--- src/rtl/aes_pkg.sv ---
// Shared types and constants for the AES-128 key schedule.
// Holds the round count, rcon lookup, FSM state enum and round-key type.
package aes_pkg;

  localparam int AES_NROUNDS = 10;

  typedef logic [127:0] rk_t;

  typedef enum logic [1:0] {
    IDLE,
    FWD,
    EMIT
  } ks_state_e;

  function automatic logic [7:0] rcon(input logic [3:0] idx);
    logic [7:0] r;
    case (idx)
      4'd0:    r = 8'h01;
      4'd1:    r = 8'h02;
      4'd2:    r = 8'h04;
      4'd3:    r = 8'h08;
      4'd4:    r = 8'h10;
      4'd5:    r = 8'h20;
      4'd6:    r = 8'h40;
      4'd7:    r = 8'h80;
      4'd8:    r = 8'h1b;
      4'd9:    r = 8'h36;
      default: r = 8'h00;
    endcase
    return r;
  endfunction

endpackage

--- src/rtl/aes_key_step.sv ---
// One AES-128 key-schedule step, forward (rev=0) or reverse (rev=1).
// Both directions share the same four S-boxes.
module aes_key_step
  import aes_pkg::*;
(
  input  rk_t        key,
  input  logic [7:0] rcon_byte,
  input  logic       rev,
  output rk_t        next_key
);

  logic [31:0] w0, w1, w2, w3;
  logic [31:0] r1, r2, r3;
  logic [31:0] sb_in, rot, sub, t;
  logic [31:0] f0, f1, f2, f3;

  assign {w0, w1, w2, w3} = key;

  assign r3 = w3 ^ w2;
  assign r2 = w2 ^ w1;
  assign r1 = w1 ^ w0;

  assign sb_in = rev ? r3 : w3;
  assign rot   = {sb_in[23:0], sb_in[31:24]};

  for (genvar i = 0; i < 4; i++) begin : g_sbox
    aes_sbox u_sbox (
      .din  (rot[8*i +: 8]),
      .dout (sub[8*i +: 8])
    );
  end

  assign t = sub ^ {rcon_byte, 24'h0};

  assign f0 = w0 ^ t;
  assign f1 = w1 ^ f0;
  assign f2 = w2 ^ f1;
  assign f3 = w3 ^ f2;

  assign next_key = rev ? {w0 ^ t, r1, r2, r3}
                        : {f0, f1, f2, f3};

endmodule

--- src/rtl/aes_sbox.sv ---
// AES forward S-box: GF(2^8) inverse (x^254) followed by the affine map.
// Purely combinational.
module aes_sbox (
  input  logic [7:0] din,
  output logic [7:0] dout
);

  function automatic logic [7:0] gmul(
    input logic [7:0] a,
    input logic [7:0] b
  );
    logic [7:0] p;
    logic [7:0] x;
    p = 8'h00;
    x = a;
    for (int i = 0; i < 8; i++) begin
      if (b[i]) p = p ^ x;
      x = {x[6:0], 1'b0} ^ (x[7] ? 8'h1b : 8'h00);
    end
    return p;
  endfunction

  function automatic logic [7:0] sbox(input logic [7:0] a);
    logic [7:0] r;
    logic [7:0] p;
    r = 8'h01;
    p = a;
    // x^254 = x^(2+4+...+128); zero maps to zero
    for (int i = 0; i < 7; i++) begin
      p = gmul(p, p);
      r = gmul(r, p);
    end
    return r ^ {r[6:0], r[7]} ^ {r[5:0], r[7:6]}
             ^ {r[4:0], r[7:5]} ^ {r[3:0], r[7:4]} ^ 8'h63;
  endfunction

  assign dout = sbox(din);

endmodule

--- src/rtl/aes_key_sched_rev.sv ---
// Iterative reverse-order AES-128 key scheduler (round 10 down to 0).
// Define AES_KEY_CACHE_EN to keep the round-10 key for replay.
module aes_key_sched_rev
  import aes_pkg::*;
#(
  parameter int NROUNDS = AES_NROUNDS
) (
  input  logic         clk,
  input  logic         rst_n,
  input  logic [127:0] key_in,
  input  logic         key_is_last,
  input  logic         key_valid,
  output logic         key_ready,
  input  logic         replay,
  output logic [127:0] rk_out,
  output logic [3:0]   rk_round,
  output logic         rk_valid,
  input  logic         rk_ready,
  output logic         rk_last,
  output logic         busy
);

  localparam logic [3:0] LAST    = 4'(NROUNDS);
  localparam logic [3:0] LAST_M1 = LAST - 4'd1;

  ks_state_e  state_q, state_d;
  logic [3:0] cnt_q, cnt_d;
  rk_t        key_q, key_d;
  logic       valid_q, valid_d;
  logic       last_q, last_d;

  rk_t        step_key;
  logic       step_rev;
  logic [3:0] rcon_idx;

  assign step_rev = (state_q == EMIT);
  assign rcon_idx = step_rev ? cnt_q - 4'd1 : cnt_q;

  aes_key_step u_step (
    .key       (key_q),
    .rcon_byte (rcon(rcon_idx)),
    .rev       (step_rev),
    .next_key  (step_key)
  );

`ifdef AES_KEY_CACHE_EN
  rk_t  cache_q;
  logic cache_vld_q;
`else
  logic unused_replay;
  assign unused_replay = replay;
`endif

  always_comb begin
    state_d = state_q;
    cnt_d   = cnt_q;
    key_d   = key_q;
    valid_d = valid_q;
    last_d  = last_q;
    unique case (state_q)
      IDLE: begin
        if (key_valid) begin
          key_d = key_in;
          if (key_is_last) begin
            state_d = EMIT;
            cnt_d   = LAST;
            valid_d = 1'b1;
            last_d  = 1'b0;
          end else begin
            state_d = FWD;
            cnt_d   = 4'd0;
          end
        end
`ifdef AES_KEY_CACHE_EN
        else if (replay && cache_vld_q) begin
          key_d   = cache_q;
          state_d = EMIT;
          cnt_d   = LAST;
          valid_d = 1'b1;
          last_d  = 1'b0;
        end
`endif
      end
      FWD: begin
        key_d = step_key;
        cnt_d = cnt_q + 4'd1;
        if (cnt_q == LAST_M1) begin
          state_d = EMIT;
          valid_d = 1'b1;
          last_d  = 1'b0;
        end
      end
      EMIT: begin
        if (rk_ready) begin
          if (cnt_q == 4'd0) begin
            state_d = IDLE;
            valid_d = 1'b0;
            last_d  = 1'b0;
          end else begin
            key_d  = step_key;
            cnt_d  = cnt_q - 4'd1;
            last_d = (cnt_q == 4'd1);
          end
        end
      end
      default: begin
        state_d = IDLE;
        valid_d = 1'b0;
        last_d  = 1'b0;
      end
    endcase
  end

  always_ff @(posedge clk or negedge rst_n) begin
    if (!rst_n) begin
      state_q <= IDLE;
      cnt_q   <= 4'd0;
      key_q   <= '0;
      valid_q <= 1'b0;
      last_q  <= 1'b0;
    end else begin
      state_q <= state_d;
      cnt_q   <= cnt_d;
      key_q   <= key_d;
      valid_q <= valid_d;
      last_q  <= last_d;
    end
  end

`ifdef AES_KEY_CACHE_EN
  // Capture whatever key enters EMIT; it is always round 10
  always_ff @(posedge clk or negedge rst_n) begin
    if (!rst_n) begin
      cache_q     <= '0;
      cache_vld_q <= 1'b0;
    end else if (state_d == EMIT && state_q != EMIT) begin
      cache_q     <= key_d;
      cache_vld_q <= 1'b1;
    end
  end
`endif

  assign rk_out    = key_q;
  assign rk_round  = cnt_q;
  assign rk_valid  = valid_q;
  assign rk_last   = last_q;
  assign key_ready = (state_q == IDLE);
  assign busy      = (state_q != IDLE);

endmodule

--- config.mk ---
export PLATFORM = sky130hd
export DESIGN_NAME = aes_key_sched_rev
export DESIGN_NICKNAME = d
export VERILOG_FILES = /design/src/rtl/aes_pkg.sv /design/src/rtl/aes_key_step.sv /design/src/rtl/aes_sbox.sv /design/src/rtl/aes_key_sched_rev.sv
export SDC_FILE = /design/constraint.sdc
export NUM_CORES = 2
export LEC_CHECK = 0
export ABC_CLOCK_PERIOD_IN_PS = 18900
export BUFFER_PORTS_ARGS = -buffer_cell sky130_fd_sc_hd__buf_2
export CORE_MARGIN = 2
export CORE_UTILIZATION = 60
export CTS_BUF_LIST = sky130_fd_sc_hd__clkbuf_4 sky130_fd_sc_hd__clkbuf_8
export CTS_CLUSTER_SIZE = 10
export DETAILED_ROUTE_END_ITERATION = 6
export PLACE_DENSITY = 0.81
export SYNTH_ARGS = -nofsm -noshare
export SYNTH_HDL_FRONTEND = slang
export SYNTH_SLANG_ARGS = --single-unit
--- constraint.sdc ---
create_clock -name clk -period 18.9 [get_ports clk]
set_clock_uncertainty 0.1 [all_clocks]
set_input_delay 1.89 -clock clk [delete_from_list [all_inputs] [get_ports clk]]
set_output_delay 1.89 -clock clk [all_outputs]
set_load 0.05 [all_outputs]
* Yosys cells after proc, flatten, opt, wreduce, memory -nomap -nowiden *
Memory sizes are Yosys's and may differ from the RTL's.
Cells that the tools add are included.

word-level totals
  register bits = 136
  memory bits (read-only) = 128
  input bits = 134
  output and inout port bits = 136
  word-level logic and storage cells = 1652
  memories kept = 1

operators by class
  add/sub/neg operators = 2
  equality and inequality tests = 10
  multiplexer cells = 842
  bitwise logic cells = 784
  reductions and logical operators = 8

memory list
  memory            words  width  read ports  clocked after Yosys merged registers in  write ports  RTL line       text
  (name not given)  16     8      1           0                                        0            aes_pkg.sv:17  case (idx)

operators with widths
  kind                 number
  $mux 8               420
  $xor 8x8->8          380
  $xor 8x5->8          364
  $mux 5               368
  $mux 128             3
  $pmux 128 s3         1
  $xor 32x32->32       8
  $mux 96              1
  $mux 4               9
  $mux 32              1
  $mux 7               4
  $not 1->1 const A    28
  $mux 6               4
  $mux 2               9
  $not 4->4            4
  $mux 1               14
  $mux 3               4
  $pmux 4 s3           1
  $reduce_and 4->1     3
  $ne 2x2->1 const B   5
  $pmux 1 s3           2
  $pmux 2 s3           1
  $reduce_and 5->1     1
  $add 4x1->4 const B  1
  other kinds (10)     10

* Depth between registers and ports, before layout *
  depth after elaboration = 143
  depth in mapped cells = 83
  mapped depth without buffers = 66

* By module *
From an unflattened synthesis, not the netlist that was laid out.

unflattened totals
  cells, all modules = 8858
  area total of the unflattened synthesis = 71085.7 µm²

modules (own cells, without submodules)
  module             times used  cells an instance  area each (µm²)  sequential area each (µm²)
  aes_sbox           4           1942               15220.8          0.0
  aes_key_sched_rev  1           652                6596.3           3403.3
  aes_key_step       1           438                3606.0           0.0

* Worst setup path after synthesis *
Ideal clock, no wire load.

  path type = flip-flop to flip-flop
  from = register state_q[0]
  to = register key_q[12] (netlist: rk_out[12])
  library setup time = 137 ps
  arrival time = 17747 ps
  required time = 18663 ps
  path slack = 916 ps
  cell stages (with the launch flop) = 81
  buffers on the path = 25
  clock period less this slack = 17984 ps
  cell sequence = dfrtp_1 inv_1 ha_1 buf_4 buf_8 buf_6 buf_6 buf_8 buf_6 buf_6 buf_6 buf_2 buf_2 buf_6 buf_2 buf_1 nand2_1 xnor2_1 [... 45 more ...] xor2_1 mux2i_1 xnor2_1 a21oi_1 xnor2_1 nor2_1 xor2_1 xnor3_1 xor3_1 xnor3_1 xnor2_2 xor2_1 xnor2_1 xor2_1 nor2_1 xor2_1 mux2i_1 a21oi_1

between the ends
  cells in the longest elaborated chain, start to end = 139
  elaborated cells between the ends (all ways) = 407
  those cells by class = 5 x eq/ne; 208 x mux; 191 x bitwise; 3 x reduce/logical

ends and longest elaborated chain
  what                                               RTL line                                          text
  from (decl)                                        aes_key_sched_rev.sv:26                           ks_state_e state_q, state_d;
  from (signal assigned)                             aes_key_sched_rev.sv:122                          state_q <= state_d;
  $eq 2x2->1                                         aes_key_sched_rev.sv:36, aes_key_sched_rev.sv:60
  $mux 32                                            aes_key_step.sv:23                                assign sb_in = rev ? r3 : w3;
  $mux 5, or another cell as far along               aes_sbox.sv:18                                    x = {x[6:0], 1'b0} ^ (x[7] ? 8'h1b : 8'h00);
  $xor 8x5->8 / $xor 8x8->8 (equally long branches)  aes_sbox.sv:18, aes_sbox.sv:17
  $xor 8x8->8 / $mux 8 (equally long branches)       aes_sbox.sv:17                                    if (b[i]) p = p ^ x;
  $mux 8 / $xor 8x8->8 (equally long branches)       aes_sbox.sv:17
  $xor 8x8->8 / $mux 8 (equally long branches)       aes_sbox.sv:17
  $mux 8 / $xor 8x8->8 (equally long branches)       aes_sbox.sv:17
  [... 123 more ...]                                 n/a
  $xor 32x32->32                                     aes_key_step.sv:35                                assign f0 = w0 ^ t;
  $xor 32x32->32                                     aes_key_step.sv:36                                assign f1 = w1 ^ f0;
  $xor 32x32->32                                     aes_key_step.sv:37                                assign f2 = w2 ^ f1;
  $xor 32x32->32                                     aes_key_step.sv:38                                assign f3 = w3 ^ f2;
  $mux 96                                            aes_key_step.sv:40                                assign next_key = rev ? {w0 ^ t, r1, r2, r3}
  $mux 128                                           aes_key_sched_rev.sv:95                           if (cnt_q == 4'd0) begin
  $mux 128                                           aes_key_sched_rev.sv:94                           if (rk_ready) begin
  $pmux 128 s3                                       aes_key_sched_rev.sv:60                           unique case (state_q)
  to (signal assigned)                               aes_key_sched_rev.sv:124                          key_q <= key_d;
  to (decl)                                          aes_key_sched_rev.sv:28                           rk_t key_q, key_d;

Several ways; a longest one is shown, not always the timed one. The select of a mux whose other input is x is not followed.
A chain may end at the register's enable or synchronous reset.

* Worst setup path after layout *
  from = register state_q[0]
  to = register key_q[9] (netlist: rk_out[9])

between the ends
  cells in the longest elaborated chain, start to end = 140
  elaborated cells between the ends (all ways) = 408
  those cells by class = 5 x eq/ne; 208 x mux; 192 x bitwise; 3 x reduce/logical

ends and longest elaborated chain
  what                                               RTL line
  $eq 2x2->1                                         aes_key_sched_rev.sv:36, aes_key_sched_rev.sv:60
  $mux 32                                            aes_key_step.sv:23
  $mux 5, or another cell as far along               aes_sbox.sv:18
  $xor 8x5->8 / $xor 8x8->8 (equally long branches)  aes_sbox.sv:18, aes_sbox.sv:17
  $xor 8x8->8 / $mux 8 (equally long branches)       aes_sbox.sv:17
  $mux 8 / $xor 8x8->8 (equally long branches)       aes_sbox.sv:17
  $xor 8x8->8 / $mux 8 (equally long branches)       aes_sbox.sv:17
  $mux 8 / $xor 8x8->8 (equally long branches)       aes_sbox.sv:17
  [... 124 more ...]                                 n/a
  $xor 32x32->32                                     aes_key_step.sv:35
  $xor 32x32->32                                     aes_key_step.sv:36
  $xor 32x32->32                                     aes_key_step.sv:37
  $xor 32x32->32                                     aes_key_step.sv:38
  $mux 96                                            aes_key_step.sv:40
  $mux 128                                           aes_key_sched_rev.sv:95
  $mux 128                                           aes_key_sched_rev.sv:94
  $pmux 128 s3                                       aes_key_sched_rev.sv:60

Several ways; a longest one is shown, not always the timed one. The select of a mux whose other input is x is not followed.

==> flow_summary.yaml <==
logic_synthesis:
  yosys_warnings: 0
  synth_simple_gate_area_share_pct: 19.7
  synthesis.area_mm2: 0.0692
  yosysUniqueCellTypes: 136
  yosysSeqAreaShare_pct: 4.92
  synth_ff_type: "dfrtp_1"
  synth_common_cells: "xnor2_1, nor2_1, nand2_1"
  synth_top_family_by_area: "XOR/XNOR gates"
  syn_area_per_cell_um2: 7.54
  syn_nets: 9331
  synth.most_common_cell: "xnor2_1"
  synth_top_cell_by_area: "xnor2_1"
  synth_compound_area_share_pct: 19.4
  synth_edf_count: 0
  synthXorXnorAreaFrac_pct: 45.6
  synth.area.mux_share_pct: 4.78
  yosys-top-cells-area: "xnor2_1, xnor3_1, nor2_1"
  async_flop_share_pct: 100
  synth_fa_ha_area_share_pct: 0.590
  ys_ff_latch: 136
  synth_top_area_share_pct: 20.9
  syn_inst: 9170
global_route:
  grt_max_degree: 219
  grt_usage_pct: 36.2
  antenna_found_initial: 10
  grt_pass1_wl_mm: 350
  gr-total-overflow: 0
  grt_pass1_vias: 63500
final_layout:
  design_area_mm2: 0.0742
  final_nets: 9380
  fin_util_pct: 64.9
  multi_input_area_mm2: 0.0635
  areaGrowthSynthToFinish_pct: 7.26
  register_area_mm2: 0.00340
  n_fill_cell: 9873
  finalNonFillerCells: 10700
  drive_gt1_share_pct: 13.4
drt:
  wl_per_cell_um: 20.8
  via_per_inst: 6.43
  ant_nets: 0
  vias: 69100
  totalWireLength_mm: 224
  dr.pass1.iters: 6
  drc: 0
  drt_iter0_drc: 8079
clock_tree:
  htreeDepth: 4
  cts_hold_buf: 0
  cts_tree: "done"
  cts_buffer_depth: 2
  cts-root-buf: "clkbuf_8"
  clkTransAtPathRegs_ns: 0.10
  cts_made_buffers: 17
  cts.sinks: 136
  insertion_delay_ns: 0.61
flow_run:
  maxCapViolCount: 0
min_path:
  hold_start: "rk_valid"
  hp-class: "reg -> reg"
timing:
  setup_tns_ns: 0
  fmax_mhz: 55.2
  hold_violations: 0
  post-route-period-util_pct: 95.8
  worstMarginPinSlew_ns: 1.16
  slew_headroom_pct: 22.7
  report.final.slew_viol_count: 0
  setup_viol: 0
  rsz0062_at_grt: "false"
  period_needed_ns: 18.10
place:
  placed_cells: 10700
  gp_congestion: 0.989
  dp_hpwl_mm: 165
  portBuffers: 268
  place_area_mm2: 0.0729
critical_path:
  worst_path_largest_cell_delay_ns: 0.67
  cp.arrival_ns: 18.42
  cp_common_cell: "xnor3_1"
  critical_path.startpoint: "state_q[0]"
  crit_fanout: 107
  worstPathRequired_ns: 19.22
  cp-end-kind: "flop"
  crit_type: "reg -> reg"
  cp-start-kind: "flop"
  r2r_start: "state_q[0]"
  rrSetupSlack_ns: 0.80
  crit_slowest_cell: "xnor3_1"
die:
  fp.coreArea_mm2: 0.114
  start_util_pct: 60.5
  num_io_pins: 270
  die_w_um: 344
  dieHeight_um: 344
  dieArea_mm2: 0.118
  row_count: 124
run_status:
  outcome: "complete, no violations"
## cells in the final DEF, fill, tap and decap left out, types with 54 or more instances in the layout
cell / count
xor2_2: 56
nor2_1: 1281
nor3_1: 167
inv_1: 76
nand2b_1: 112
o211ai_1: 92
o21ai_0: 442
a211oi_1: 67
dfrtp_1: 136
a31oi_1: 68
buf_4: 414
buf_2: 267
a21oi_1: 519
nand2_1: 893
and2_1: 54
nand3_1: 226
xnor2_2: 156
a22oi_1: 64
mux2i_1: 267
o22ai_1: 246
nor2b_1: 54
xor2_1: 495
xnor2_1: 1578
xnor3_1: 343
## final timing paths
check | end | depth (start not counted)
max | rk_out[9] | 59
min | rk_valid | 1
max reg2reg | rk_out[9] | 59
min reg2reg | rk_valid | 1
max in group asynchronous | rk_out[87] | 2
min in group asynchronous | rk_out[96] | 1
## registers in the layout, indices dropped and copies added (netlist names)
name / count
rk_valid: 1
state_q: 2
rk_round: 4
rk_last: 1
rk_out: 128
## per-stage QoR
step	hold WS [ns]	setup WS [ns]
2_1_floorplan	0.438	0.916
3_3_place_gp	0.388	0.333
3_5_place_dp	0.386	-0.0788
4_1_cts	0.410	0.00887
5_1_grt	0.435	0.00898
6_report	0.415	0.797
## cell families after synthesis
family | count (synthesis)
AO/OA/AOI/OAI | 2067
flip-flops | 136
multiplexers | 320
adder cells (fa/ha/maj) | 34
AND/OR/NAND/NOR | 3092
XOR/XNOR | 2754
buffers and inverters | 767
## worst max-delay path: cells and delay by family, from the launching register on
| family | cells | cell delay [ns] |
|---|---|---|
| XOR/XNOR | 34 | 12.46 |
| AO/OA/AOI/OAI | 6 | 1.21 |
| AND/OR/NAND/NOR | 7 | 1.18 |
| adder cells (fa/ha/maj) | 3 | 1.03 |
| buffers and inverters | 6 | 0.95 |
| multiplexers | 3 | 0.45 |
| flip-flops | 1 | 0.43 |
## layer usage
metal  global-route usage [%]  vias to the layer above  share of wire [%]
li1                         -                    31900                  -
met1                     50.2                    32800                 41
met2                     56.8                     3840                 45
met3                     6.80                      542                 11
met4                     11.5                       14                3.2
met5                        0                        -              0.041
## cell type report
cell class	instances	area share (%)
Multi-Input combinational cell	8268	85.5
Timing Repair Buffer	689	6.17
Sequential cell	136	4.59
Tap cell	1512	2.55
Inverter	107	0.553
Clock buffer	17	0.315
Clock inverter	15	0.267
Antenna cell	3	0.0101
## timing repair
action,4_1_cts,5_1_grt
gates resized for setup,7,102
setup endpoints to repair,5,125
buffers inserted,0,18
gates cloned,0,1
pin swaps,1,15
Power is left out: the tool's default activity adds up to more than one toggle a clock period on the data nets, which glitch-free logic cannot reach.
